### src/rtl/debounce_pulse_gen_if.sv
// Signal bundle between a raw button source and the debounce_pulse_gen block.
// master: drives the raw input and observes the conditioned outputs.
// slave: the debouncer, which consumes btn_in and produces the level and pulses.
interface debounce_pulse_gen_if;
  logic btn_in;
  logic level_o;
  logic rise_o;
  logic fall_o;
  logic long_o;

  modport master (
    output btn_in,
    input  level_o,
    input  rise_o,
    input  fall_o,
    input  long_o
  );

  modport slave (
    input  btn_in,
    output level_o,
    output rise_o,
    output fall_o,
    output long_o
  );
endinterface

### src/rtl/debounce_pulse_gen.sv
// Debouncer for a noisy asynchronous button/switch input.
// Stages: 2-FF synchroniser, stability counter, 4-state qualification FSM,
// and registered single-cycle rise/fall pulses. rise_o feeds the toggle
// flip-flop stage downstream, so it fires exactly once per accepted press.
// Optional long-press detection is enabled by defining DEBOUNCE_LONG_PRESS_EN;
// without it long_o is tied low.
module debounce_pulse_gen #(
  parameter int CNT_W         = 16,
  parameter int STABLE_CYCLES = 1000,
  parameter int LONG_CYCLES   = 50000
) (
  input logic                 clk,
  input logic                 rst,
  debounce_pulse_gen_if.slave bus
);

  typedef enum logic [1:0] {
    LOW    = 2'd0,
    CHK_HI = 2'd1,
    HIGH   = 2'd2,
    CHK_LO = 2'd3
  } state_t;

  localparam logic [CNT_W-1:0] STABLE_LAST = CNT_W'(STABLE_CYCLES - 1);
  localparam logic [CNT_W-1:0] CNT_ONE     = CNT_W'(1);

  // Parameter sanity: the stability counter must hold STABLE_CYCLES-1 and
  // qualification needs at least two samples; the long-press threshold must
  // also fit the counter width.
  if (STABLE_CYCLES < 2 || STABLE_CYCLES >= 2**CNT_W) begin : g_badStable
    $error("debounce_pulse_gen: STABLE_CYCLES must be >= 2 and < 2**CNT_W");
  end
  if (LONG_CYCLES >= 2**CNT_W) begin : g_badLong
    $error("debounce_pulse_gen: LONG_CYCLES must be < 2**CNT_W");
  end

  logic             r_sync1;
  logic             r_btnSync;
  logic [CNT_W-1:0] r_cnt;
  state_t           r_state;
  logic             r_level;
  logic             r_rise;
  logic             r_fall;

  // Two-flop synchroniser; r_btnSync is the only path from btn_in inward.
  always_ff @(posedge clk or posedge rst) begin
    if (rst) begin
      r_sync1   <= 1'b0;
      r_btnSync <= 1'b0;
    end else begin
      r_sync1   <= bus.btn_in;
      r_btnSync <= r_sync1;
    end
  end

  // Qualification FSM: a new level is accepted only after STABLE_CYCLES equal
  // samples; any contrary sample abandons the attempt and zeroes the counter.
  always_ff @(posedge clk or posedge rst) begin
    if (rst) begin
      r_state <= LOW;
      r_cnt   <= '0;
      r_level <= 1'b0;
      r_rise  <= 1'b0;
      r_fall  <= 1'b0;
    end else begin
      r_rise <= 1'b0;
      r_fall <= 1'b0;
      case (r_state)
        LOW: begin
          if (r_btnSync) begin
            r_state <= CHK_HI;
            r_cnt   <= CNT_ONE;
          end else begin
            r_cnt   <= '0;
          end
        end
        CHK_HI: begin
          if (!r_btnSync) begin
            r_state <= LOW;
            r_cnt   <= '0;
          end else if (r_cnt == STABLE_LAST) begin
            r_state <= HIGH;
            r_cnt   <= '0;
            r_level <= 1'b1;
            r_rise  <= 1'b1;
          end else begin
            r_cnt   <= r_cnt + CNT_ONE;
          end
        end
        HIGH: begin
          if (!r_btnSync) begin
            r_state <= CHK_LO;
            r_cnt   <= CNT_ONE;
          end else begin
            r_cnt   <= '0;
          end
        end
        CHK_LO: begin
          if (r_btnSync) begin
            r_state <= HIGH;
            r_cnt   <= '0;
          end else if (r_cnt == STABLE_LAST) begin
            r_state <= LOW;
            r_cnt   <= '0;
            r_level <= 1'b0;
            r_fall  <= 1'b1;
          end else begin
            r_cnt   <= r_cnt + CNT_ONE;
          end
        end
        default: begin
          r_state <= LOW;
          r_cnt   <= '0;
          r_level <= 1'b0;
        end
      endcase
    end
  end

  assign bus.level_o = r_level;
  assign bus.rise_o  = r_rise;
  assign bus.fall_o  = r_fall;

`ifdef DEBOUNCE_LONG_PRESS_EN
  localparam logic [CNT_W-1:0] LONG_MAX  = CNT_W'(LONG_CYCLES);
  localparam logic [CNT_W-1:0] LONG_LAST = CNT_W'(LONG_CYCLES - 1);

  logic             w_inHigh;
  logic             w_enterLow;
  logic [CNT_W-1:0] r_longCnt;
  logic             r_long;

  assign w_inHigh   = (r_state == HIGH) || (r_state == CHK_LO);
  assign w_enterLow = (r_state == CHK_LO) && !r_btnSync && (r_cnt == STABLE_LAST);

  // Long-press timer: counts while the level is high (bounces into CHK_LO
  // keep the count), saturates so long_o fires once per press, and clears
  // on the edge that accepts the release.
  always_ff @(posedge clk or posedge rst) begin
    if (rst) begin
      r_longCnt <= '0;
      r_long    <= 1'b0;
    end else if (!w_inHigh || w_enterLow) begin
      r_longCnt <= '0;
      r_long    <= 1'b0;
    end else if (r_longCnt != LONG_MAX) begin
      r_longCnt <= r_longCnt + CNT_ONE;
      r_long    <= (r_longCnt == LONG_LAST);
    end else begin
      r_long    <= 1'b0;
    end
  end

  assign bus.long_o = r_long;
`else
  assign bus.long_o = 1'b0;
`endif

endmodule
### src/flat_wrapper.sv
// flat-port wrapper written by rule: the top's interface ports become plain ports
module debounce_pulse_gen_flat 
#(
  parameter int CNT_W         = 16,
  parameter int STABLE_CYCLES = 1000,
  parameter int LONG_CYCLES   = 50000
)
  (clk, rst, bus_btn_in, bus_level_o, bus_rise_o, bus_fall_o, bus_long_o);
  debounce_pulse_gen_if bus_i ();
  input logic clk;
  input logic rst;
  input wire logic [$bits(bus_i.btn_in)-1:0] bus_btn_in;
  output wire logic [$bits(bus_i.level_o)-1:0] bus_level_o;
  output wire logic [$bits(bus_i.rise_o)-1:0] bus_rise_o;
  output wire logic [$bits(bus_i.fall_o)-1:0] bus_fall_o;
  output wire logic [$bits(bus_i.long_o)-1:0] bus_long_o;
  assign bus_i.btn_in = bus_btn_in;
  assign bus_level_o = bus_i.level_o;
  assign bus_rise_o = bus_i.rise_o;
  assign bus_fall_o = bus_i.fall_o;
  assign bus_long_o = bus_i.long_o;
  debounce_pulse_gen #(.CNT_W(CNT_W), .STABLE_CYCLES(STABLE_CYCLES), .LONG_CYCLES(LONG_CYCLES)) u_core (.clk(clk), .rst(rst), .bus(bus_i));
endmodule
### config.mk
export PLATFORM = sky130hd
export DESIGN_NAME = debounce_pulse_gen_flat
export DESIGN_NICKNAME = d
export VERILOG_FILES = /design/src/rtl/debounce_pulse_gen_if.sv /design/src/rtl/debounce_pulse_gen.sv /design/src/flat_wrapper.sv
export SDC_FILE = /design/constraint.sdc
export NUM_CORES = 1
export LEC_CHECK = 0
export BUFFER_PORTS_ARGS = -buffer_cell sky130_fd_sc_hd__clkbuf_2
export CAP_MARGIN = 20
export CORE_UTILIZATION = 25
export CTS_CLUSTER_DIAMETER = 50
export DETAILED_ROUTE_END_ITERATION = 8
export GPL_TIMING_DRIVEN = 1
export PLACE_DENSITY_LB_ADDON = 0.15
export SLEW_MARGIN = 10
export SYNTH_ARGS = -nofsm -noshare
export SYNTH_HDL_FRONTEND = slang
export SYNTH_SLANG_ARGS = --single-unit
### constraint.sdc
create_clock -name clk -period 1.85 [get_ports clk]
set_input_delay 0.37 -clock clk [delete_from_list [all_inputs] [get_ports clk]]
set_output_delay 0.37 -clock clk [all_outputs]
set_load 0.01 [all_outputs]
-- Word level (Yosys, flattened, before mapping)
Index checks and enable logic that the tools add are counted.
- register bits: 23
- logic and storage cells: 47
- input port bits: 3
- output and inout bits: 4
- eq/ne operators: 12
- add/sub/neg operators: 1
- reduce and logical (&&, ||, !) cells: 4
- muxes and demuxes: 23
- operator list (kind ; count):
    16-bit one-hot mux with 4 select lines ; 1
    16-bit 2-to-1 mux ; 3
    16-bit by 1-bit adder with 16-bit output (second input constant) ; 1
    16-bit by 10-bit equality test with 1-bit output (second input constant) ; 1
    2-bit 2-to-1 mux ; 6
    1-bit 2-to-1 mux ; 11
    2-bit by 1-bit != test with 1-bit output (second input constant) ; 4
    2-bit one-hot mux with 4 select lines ; 1
    5-bit AND reduction ; 1
    2-bit equality test (second input constant) ; 2
    2-bit != test (second input constant) ; 2
    4-bit AND reduction ; 1
    3-bit by 1-bit != test with 1-bit output (second input constant) ; 1
    3-bit != test (second input constant) ; 1
    2-bit by 1-bit equality test with 1-bit output (second input constant) ; 1
    2-bit logical NOT ; 1
    1-bit one-hot mux with 2 select lines ; 1
    2-bit nonzero test ; 1

-- Logic depth before layout (Yosys ltp)
Gate-level depths: netlist of run 1.
- depth in word-level cells: 4
- depth in mapped cells: 6
- mapped depth without buffers: 5

-- Worst setup path after synthesis of run 1
No wires, ideal clock.
- path type: register to register
- from: register u_core.r_cnt[0]
- to: register u_core.r_level (netlist: u_core.bus.level_o)
- arrival time: 1.904 ns
- slack: -0.178 ns
- period minus slack after synthesis: 2.028 ns
- cell stages (with the launch flop): 6
- cells stage by stage: dfrtp_1 ha_1 or4b_1 or4_1 buf_2 a211o_1
- word-level cells in the longest chain between the ends: 3
- elaborated cells between the ends (all ways): 4
- those cells by class: eq/ne (3); reduce/logical (1)
- RTL lines (what ; RTL line ; RTL):
    start, declared ; debounce_pulse_gen.sv:39 ; logic [CNT_W-1:0] r_cnt;
    start signal, assigned ; debounce_pulse_gen.sv:87 ; r_cnt <= r_cnt + CNT_ONE;
    start signal, assigned ; debounce_pulse_gen.sv:108 ; r_cnt <= r_cnt + CNT_ONE;
    16-bit by 10-bit equality test with 1-bit output (*) ; debounce_pulse_gen.sv:81, debounce_pulse_gen.sv:102 ;
    2-bit by 1-bit != test with 1-bit output (no line) ; -- ;
    5-bit AND reduction (no line) (*) ; -- ;
    end signal, assigned ; debounce_pulse_gen.sv:84 ; r_level <= 1'b1;
    end signal, assigned ; debounce_pulse_gen.sv:105 ; r_level <= 1'b0;
    end signal, assigned ; debounce_pulse_gen.sv:114 ; r_level <= 1'b0;
    end, declared ; debounce_pulse_gen.sv:41 ; logic r_level;
Every way passes the cells marked *; elsewhere a longest branch is shown, timed or not.
A chain may end at the register's enable or synchronous reset.

-- Worst setup path in the final report of run 1
Ends and elaborated chain as after synthesis.

==> reports/results.tsv, run 1 <==
metric	value	unit
failing checks	setup timing	
crit path from	u_core.r_cnt[0]$_DFF_PP0_	
Clock transition at path regs	0.08	ns
RD Place Congestion	0.688	
Bufs on Longest Clock Path	2	
I/O pin cnt	7	
Ys Warns	0	
asr flop ratio synth	1.00	
CP max stage cell	or4_4	
crit-path max cell delay	0.50	ns
crit path buf inv count	1	
Pleak	0.575	nW
Post-Syn Area per Cell	10.1	um2
Final WS setup	-0.0975	ns
Area Growth Syn to Fin	25.4	%
fin util	0.333	
setup slack, reg-to-reg	-0.1	ns
Placed Cells	175	
share of the yosys chip area belonging to registers	0.531	
max-slew violation count	0	
GR Layer Usage met3	0.0200	
first-pass GRT wire length	4020	um
cells on worst reg2reg path	6	
Highest Clock Rate	0.513	GHz
syn nets	111	
Total Power	879	uW
Final min period	1.95	ns
Die Area	0.00460	mm2
worst r2r dst	u_core.bus.level_o$_DFFE_PP0P_	
hold_ws	0.0835	ns
most common cell after layout, fill and taps aside	dfrtp_1	
final WL	2210	um
hpwl dp	1670	um
initial antenna violation count	0	
initial DRC count	27	
Root Driver	clkbuf_8	
Final period util	1.05	
area leader, netlist	dfrtp_1	
Finished Cell Area	0.00136	mm2
CTS tree	built	
total track usage	0.122	
drt pass-1 iters	4	
# nets final	135	
drt drc	0	
# setup viols final	21	
CORE AREA	0.00409	mm2
Die W	67.8	um
Post-Syn Instances	107	
Worst Setup End Kind	register	
Worst R2R Start	u_core.r_cnt[0]$_DFF_PP0_	
Num CTS Buffers	3	
Finished Layout Cells	180	
Yosys top cell area share	0.531	
clk_skew	0.00250	ns
Hold Vio Cnt, Final	0	
H-tree depth	1	
mapped cell area	0.00108	mm2
Post-synth EDFFs	0	
Area contributors post-synth	dfrtp_1 53%, xnor2_1 8.1%, nor2_1 5.2%	
layout cells sized above 1	0.262	
worst skew pair latency	0.26	ns
#FFs+latches synth	23	
Hold/Removal Path Class	in -> async	
RSZ-0062 raised after global routing	yes	
GRT overflow	0	
DR vias	794	
Die H	67.8	um
TritonCTS Sinks	23	
Max-cap violations	0	
CP Depth	6	
row count	23	
placed inst area	0.00128	mm2
ys flop type	dfrtp_1	
CP Launch Type	register	
delay-heaviest family, CP	simple AND/OR/NAND/NOR gates	
hold buffers post-CTS	0	
per-cell routed wire length	12.3	um
Vias/cell	4.41	
most frequent cells in the layout	23 x dfrtp_1, 15 x nor2_1, 15 x buf_4, 10 x xnor2_1	
power density cells	647	mW/mm2
met2 usage in global routing	0.208	
Netlist cell types	33	
M1 GR Usage	0.149	
largest net degree at the start of global routing	13	
outcome	finished, violations left	
Initial Utilization	0.265	
Arr. time, crit path	2.16	ns
Worst Path Max Fanout	5	
DRT antenna net count	0	
worst setup path class	reg -> reg	
GR peak layer	met2	
# diodes	0	
maximum VDD drop	0.000351	V
IO Port Bufs	5	
Worst EP required	2.06	ns
vias in the first global route	891	
CP Cell Sequence	ha_2, or4b_4, or4_4, buf_6, nor3_4, a211o_1	
## area by class of cell
| cell class | instances | area [um2] |
|---|---|---|
| fill | 437 | 2730 |
| sequential | 23 | 576 |
| multi-input combinational | 74 | 482 |
| timing repair buffer | 23 | 171 |
| tap | 50 | 62.6 |
| clock buffer | 4 | 45.0 |
| inverter | 6 | 22.5 |
## sequential cells by signal, summed over array words and instances (netlist names), named ones only
register / flops
u_core.bus.fall_o: 1
u_core.bus.level_o: 1
u_core.bus.rise_o: 1
u_core.r_btnSync: 1
u_core.r_cnt: 16
u_core.r_state: 1
u_core.r_sync1: 1
## power breakdown
part	switching (mW)	leakage [nW]	total [mW]	internal [mW]
sequential	0.00562	0.312	0.515	0.509
clock	0.159	0.0228	0.313	0.154
combinational	0.0295	0.240	0.0512	0.0217
## cell families after synthesis
family | synth area share
and+or+nand+nor | 0.255
DFF | 0.531
xor gates and xnor gates | 0.105
buffers and inverters | 0.0427
AOI/OAI and AO/OA | 0.0508
adders and majority gates | 0.0115
other | 0.00346
## repair_timing
item | in CTS | in global routing
endpoints found under the setup margin | 20 | 21
pin swaps | 2 | 1
buffers inserted | 1 | 0
gates cloned | 0 | 0
resized for setup | 7 | 0
## Yosys cell counts, types with 2 or more instances
master / n
a21oi_1: 2
buf_4: 2
dfrtp_1: 23
inv_1: 6
nand2_1: 5
nand3_1: 6
nand4_1: 3
nor2_1: 15
nor3_1: 4
nor4_1: 2
o21ai_0: 2
or3_1: 3
or4_1: 3
xnor2_1: 10
xor2_1: 3
## how the worst max path moves through the flow
stage / endpoint / slack [ns]
floorplan: u_core.bus.level_o$_DFFE_PP0P_ / -0.17
global placement: u_core.bus.level_o$_DFFE_PP0P_ / -0.13
detailed placement: u_core.bus.level_o$_DFFE_PP0P_ / -0.14
CTS: u_core.bus.level_o$_DFFE_PP0P_ / -0.10
global route: u_core.bus.level_o$_DFFE_PP0P_ / -0.17
finish: u_core.bus.level_o$_DFFE_PP0P_ / -0.1
## per-layer routing
layer	vias up	share of wire
li1	408	-
met1	378	0.47
met2	4	0.50
met3	4	0.016
met4	0	0.017
met5	-	0
## stage by stage
step                      TNS (ns)  setup slack, ns
after floorplan             -0.254           -0.169
after global placement       -1.17           -0.128
after detailed placement     -1.23           -0.142
after CTS                   -0.880           -0.102
after global routing         -2.57           -0.175
final                       -0.671          -0.0975
Power figures use the tool's default switching activity.
==> run 2, diff against run 1 <==
--- a/config.mk
+++ b/config.mk
@@ -7,6 +7,7 @@
 export LEC_CHECK = 0
 export BUFFER_PORTS_ARGS = -buffer_cell sky130_fd_sc_hd__clkbuf_2
 export CAP_MARGIN = 20
+export CORE_ASPECT_RATIO = 0.75
 export CORE_UTILIZATION = 25
 export CTS_CLUSTER_DIAMETER = 50
 export DETAILED_ROUTE_END_ITERATION = 8
==> run 2 against run 1 <==
Compared with the run above:
- the run still ends with setup timing left
- die area is essentially flat
- setup slack gained 0.032 ns
- critical path depth shrank 2
- first-iteration DRC count grew 37%
- combinational power grew 23%
- core utilization grew 1.7 points
- total power grew 1.2%
- hold slack lost 0.019 ns
- clock skew grew 0.00085 ns
- critical endpoint unchanged
- largest power group unchanged
- highest routed layer unchanged
==> reports/results.tsv, run 2 (synthesis gave the netlist of run 1 again) <==
metric	value	unit
failing checks	setup timing	
H-tree depth	1	
CTS tree	built	
power density cells	621	mW/mm2
Root Driver	clkbuf_8	
dpl ws	-0.175	ns
Final period util	1.04	
Clock Power Share	0.349	
Num CTS Buffers	3	
Pleak	0.609	nW
Worst Path Max Fanout	5	
CP Launch Type	register	
Die Area	0.00460	mm2
IO Port Bufs	5	
worst skew pair latency	0.26	ns
Area Growth Syn to Fin	32.2	%
Hold/Removal Path Class	in -> async	
most frequent cells in the layout	23 x dfrtp_1, 18 x buf_4, 14 x nor2_1, 10 x xnor2_1	
total track usage	0.116	
Vias/cell	4.39	
Final min period	1.92	ns
I/O pin cnt	7	
Final TNS setup	-0.753	ns
Bufs on Longest Clock Path	2	
Clock transition at path regs	0.08	ns
Top reg by flops	u_core.r_cnt	
Initial Utilization	0.264	
Gate power share	0.071	
Highest Clock Rate	0.522	GHz
worst setup path class	reg -> reg	
RD Place Congestion	0.762	
initial antenna violation count	0	
worst r2r dst	u_core.bus.level_o$_DFFE_PP0P_	
hpwl dp	1750	um
DR vias	826	
Worst EP required	2.01	ns
filler cell count	423	
clk_skew	0.00335	ns
Arr. time, crit path	2.07	ns
cells on worst reg2reg path	4	
final WL	2410	um
vias in the first global route	789	
setup slack, reg-to-reg	-0.07	ns
Hold Vio Cnt, Final	0	
hold_ws	0.0641	ns
Switch Pwr	196	uW
outcome	finished, violations left	
layout cells sized above 1	0.323	
first-pass GRT wire length	3880	um
drt drc	0	
most common cell after layout, fill and taps aside	dfrtp_1	
Die W	78.0	um
maximum VDD drop	0.000220	V
Multi-input gate area	504	um2
drt pass-1 iters	4	
# diodes	0	
Pint	693	uW
GRT overflow	0	
Max-cap violations	0	
TritonCTS Sinks	23	
register area	576	um2
initial DRC count	37	
share of power burned in registers	0.580	
Worst R2R Start	u_core.r_cnt[0]$_DFF_PP0_	
RSZ-0062 raised after global routing	yes	
max-slew violation count	0	
# nets final	138	
Worst Setup End Kind	register	
Final WS setup	-0.0660	ns
row count	20	
Net Sw Frac	0.221	
per-cell routed wire length	12.8	um
DRT antenna net count	0	
CORE AREA	0.00410	mm2
largest net degree at the start of global routing	16	
# setup viols final	18	
hold buffers post-CTS	0	
Die H	59.0	um
max FFs per register	16	
[run 2: cell type report]
type                       count  area share
timing repair buffer          26       0.151
tap                           55      0.0480
multi-input combinational     74       0.352
inverter                       6      0.0157
sequential                    23       0.402
clock buffer                   4      0.0314
[run 2: routing by layer]
| metal | share of wire | up-vias | track usage |
|---|---|---|---|
| li1 | - | 419 | - |
| met1 | 0.54 | 396 | 0.171 |
| met2 | 0.42 | 7 | 0.162 |
| met3 | 0.027 | 4 | 0.0369 |
| met4 | 0.010 | 0 | 0.0317 |
| met5 | 0 | - | 0 |
[run 2: how the worst max path moves through the flow]
stage                                          end  slack (ns)                  startpoint
finish              u_core.bus.level_o$_DFFE_PP0P_       -0.07   u_core.r_cnt[0]$_DFF_PP0_
global route             u_core.r_cnt[2]$_DFF_PP0_        -0.1  u_core.r_cnt[12]$_DFF_PP0_
CTS                                       register       -0.10   u_core.r_cnt[0]$_DFF_PP0_
detailed placement  u_core.bus.level_o$_DFFE_PP0P_       -0.17   u_core.r_cnt[0]$_DFF_PP0_
global placement    u_core.bus.level_o$_DFFE_PP0P_       -0.12  u_core.r_cnt[13]$_DFF_PP0_
floorplan           u_core.bus.level_o$_DFFE_PP0P_       -0.17   u_core.r_cnt[0]$_DFF_PP0_
[run 2: what timing repair did]
action,in CTS,in global routing
setup buffers,2,2
resized for setup,2,9
pin swaps,3,4
endpoints found under the setup margin,19,21
cloned,0,1
[run 2: critical path, cell delays in order (launching register included)]
cell and delay [ns]:
dfrtp_1 0.36, ha_2 0.17, or4b_4 0.46, or4_4 0.54
a211o_1 0.28
[run 2: through the flow]
step	instances	power [mW]	cell area, um2	utilization
global placement	179	0.574	1290	0.314
CTS	185	0.899	1360	0.330
floorplan	107	0.553	1090	-
global route	188	0.937	1430	0.349
detailed placement	179	0.575	1290	0.314
finish	188	0.889	1430	0.349
[run 2: power groups by stage]
| stage | clock network [mW] | registers [mW] | logic [mW] |
|---|---|---|---|
| floorplan | 0 | 0.525 | 0.0288 |
| global placement | 0 | 0.525 | 0.0493 |
| detailed placement | 0 | 0.525 | 0.0502 |
| CTS | 0.331 | 0.515 | 0.0523 |
| global route | 0.350 | 0.517 | 0.0700 |
| finish | 0.310 | 0.516 | 0.0632 |
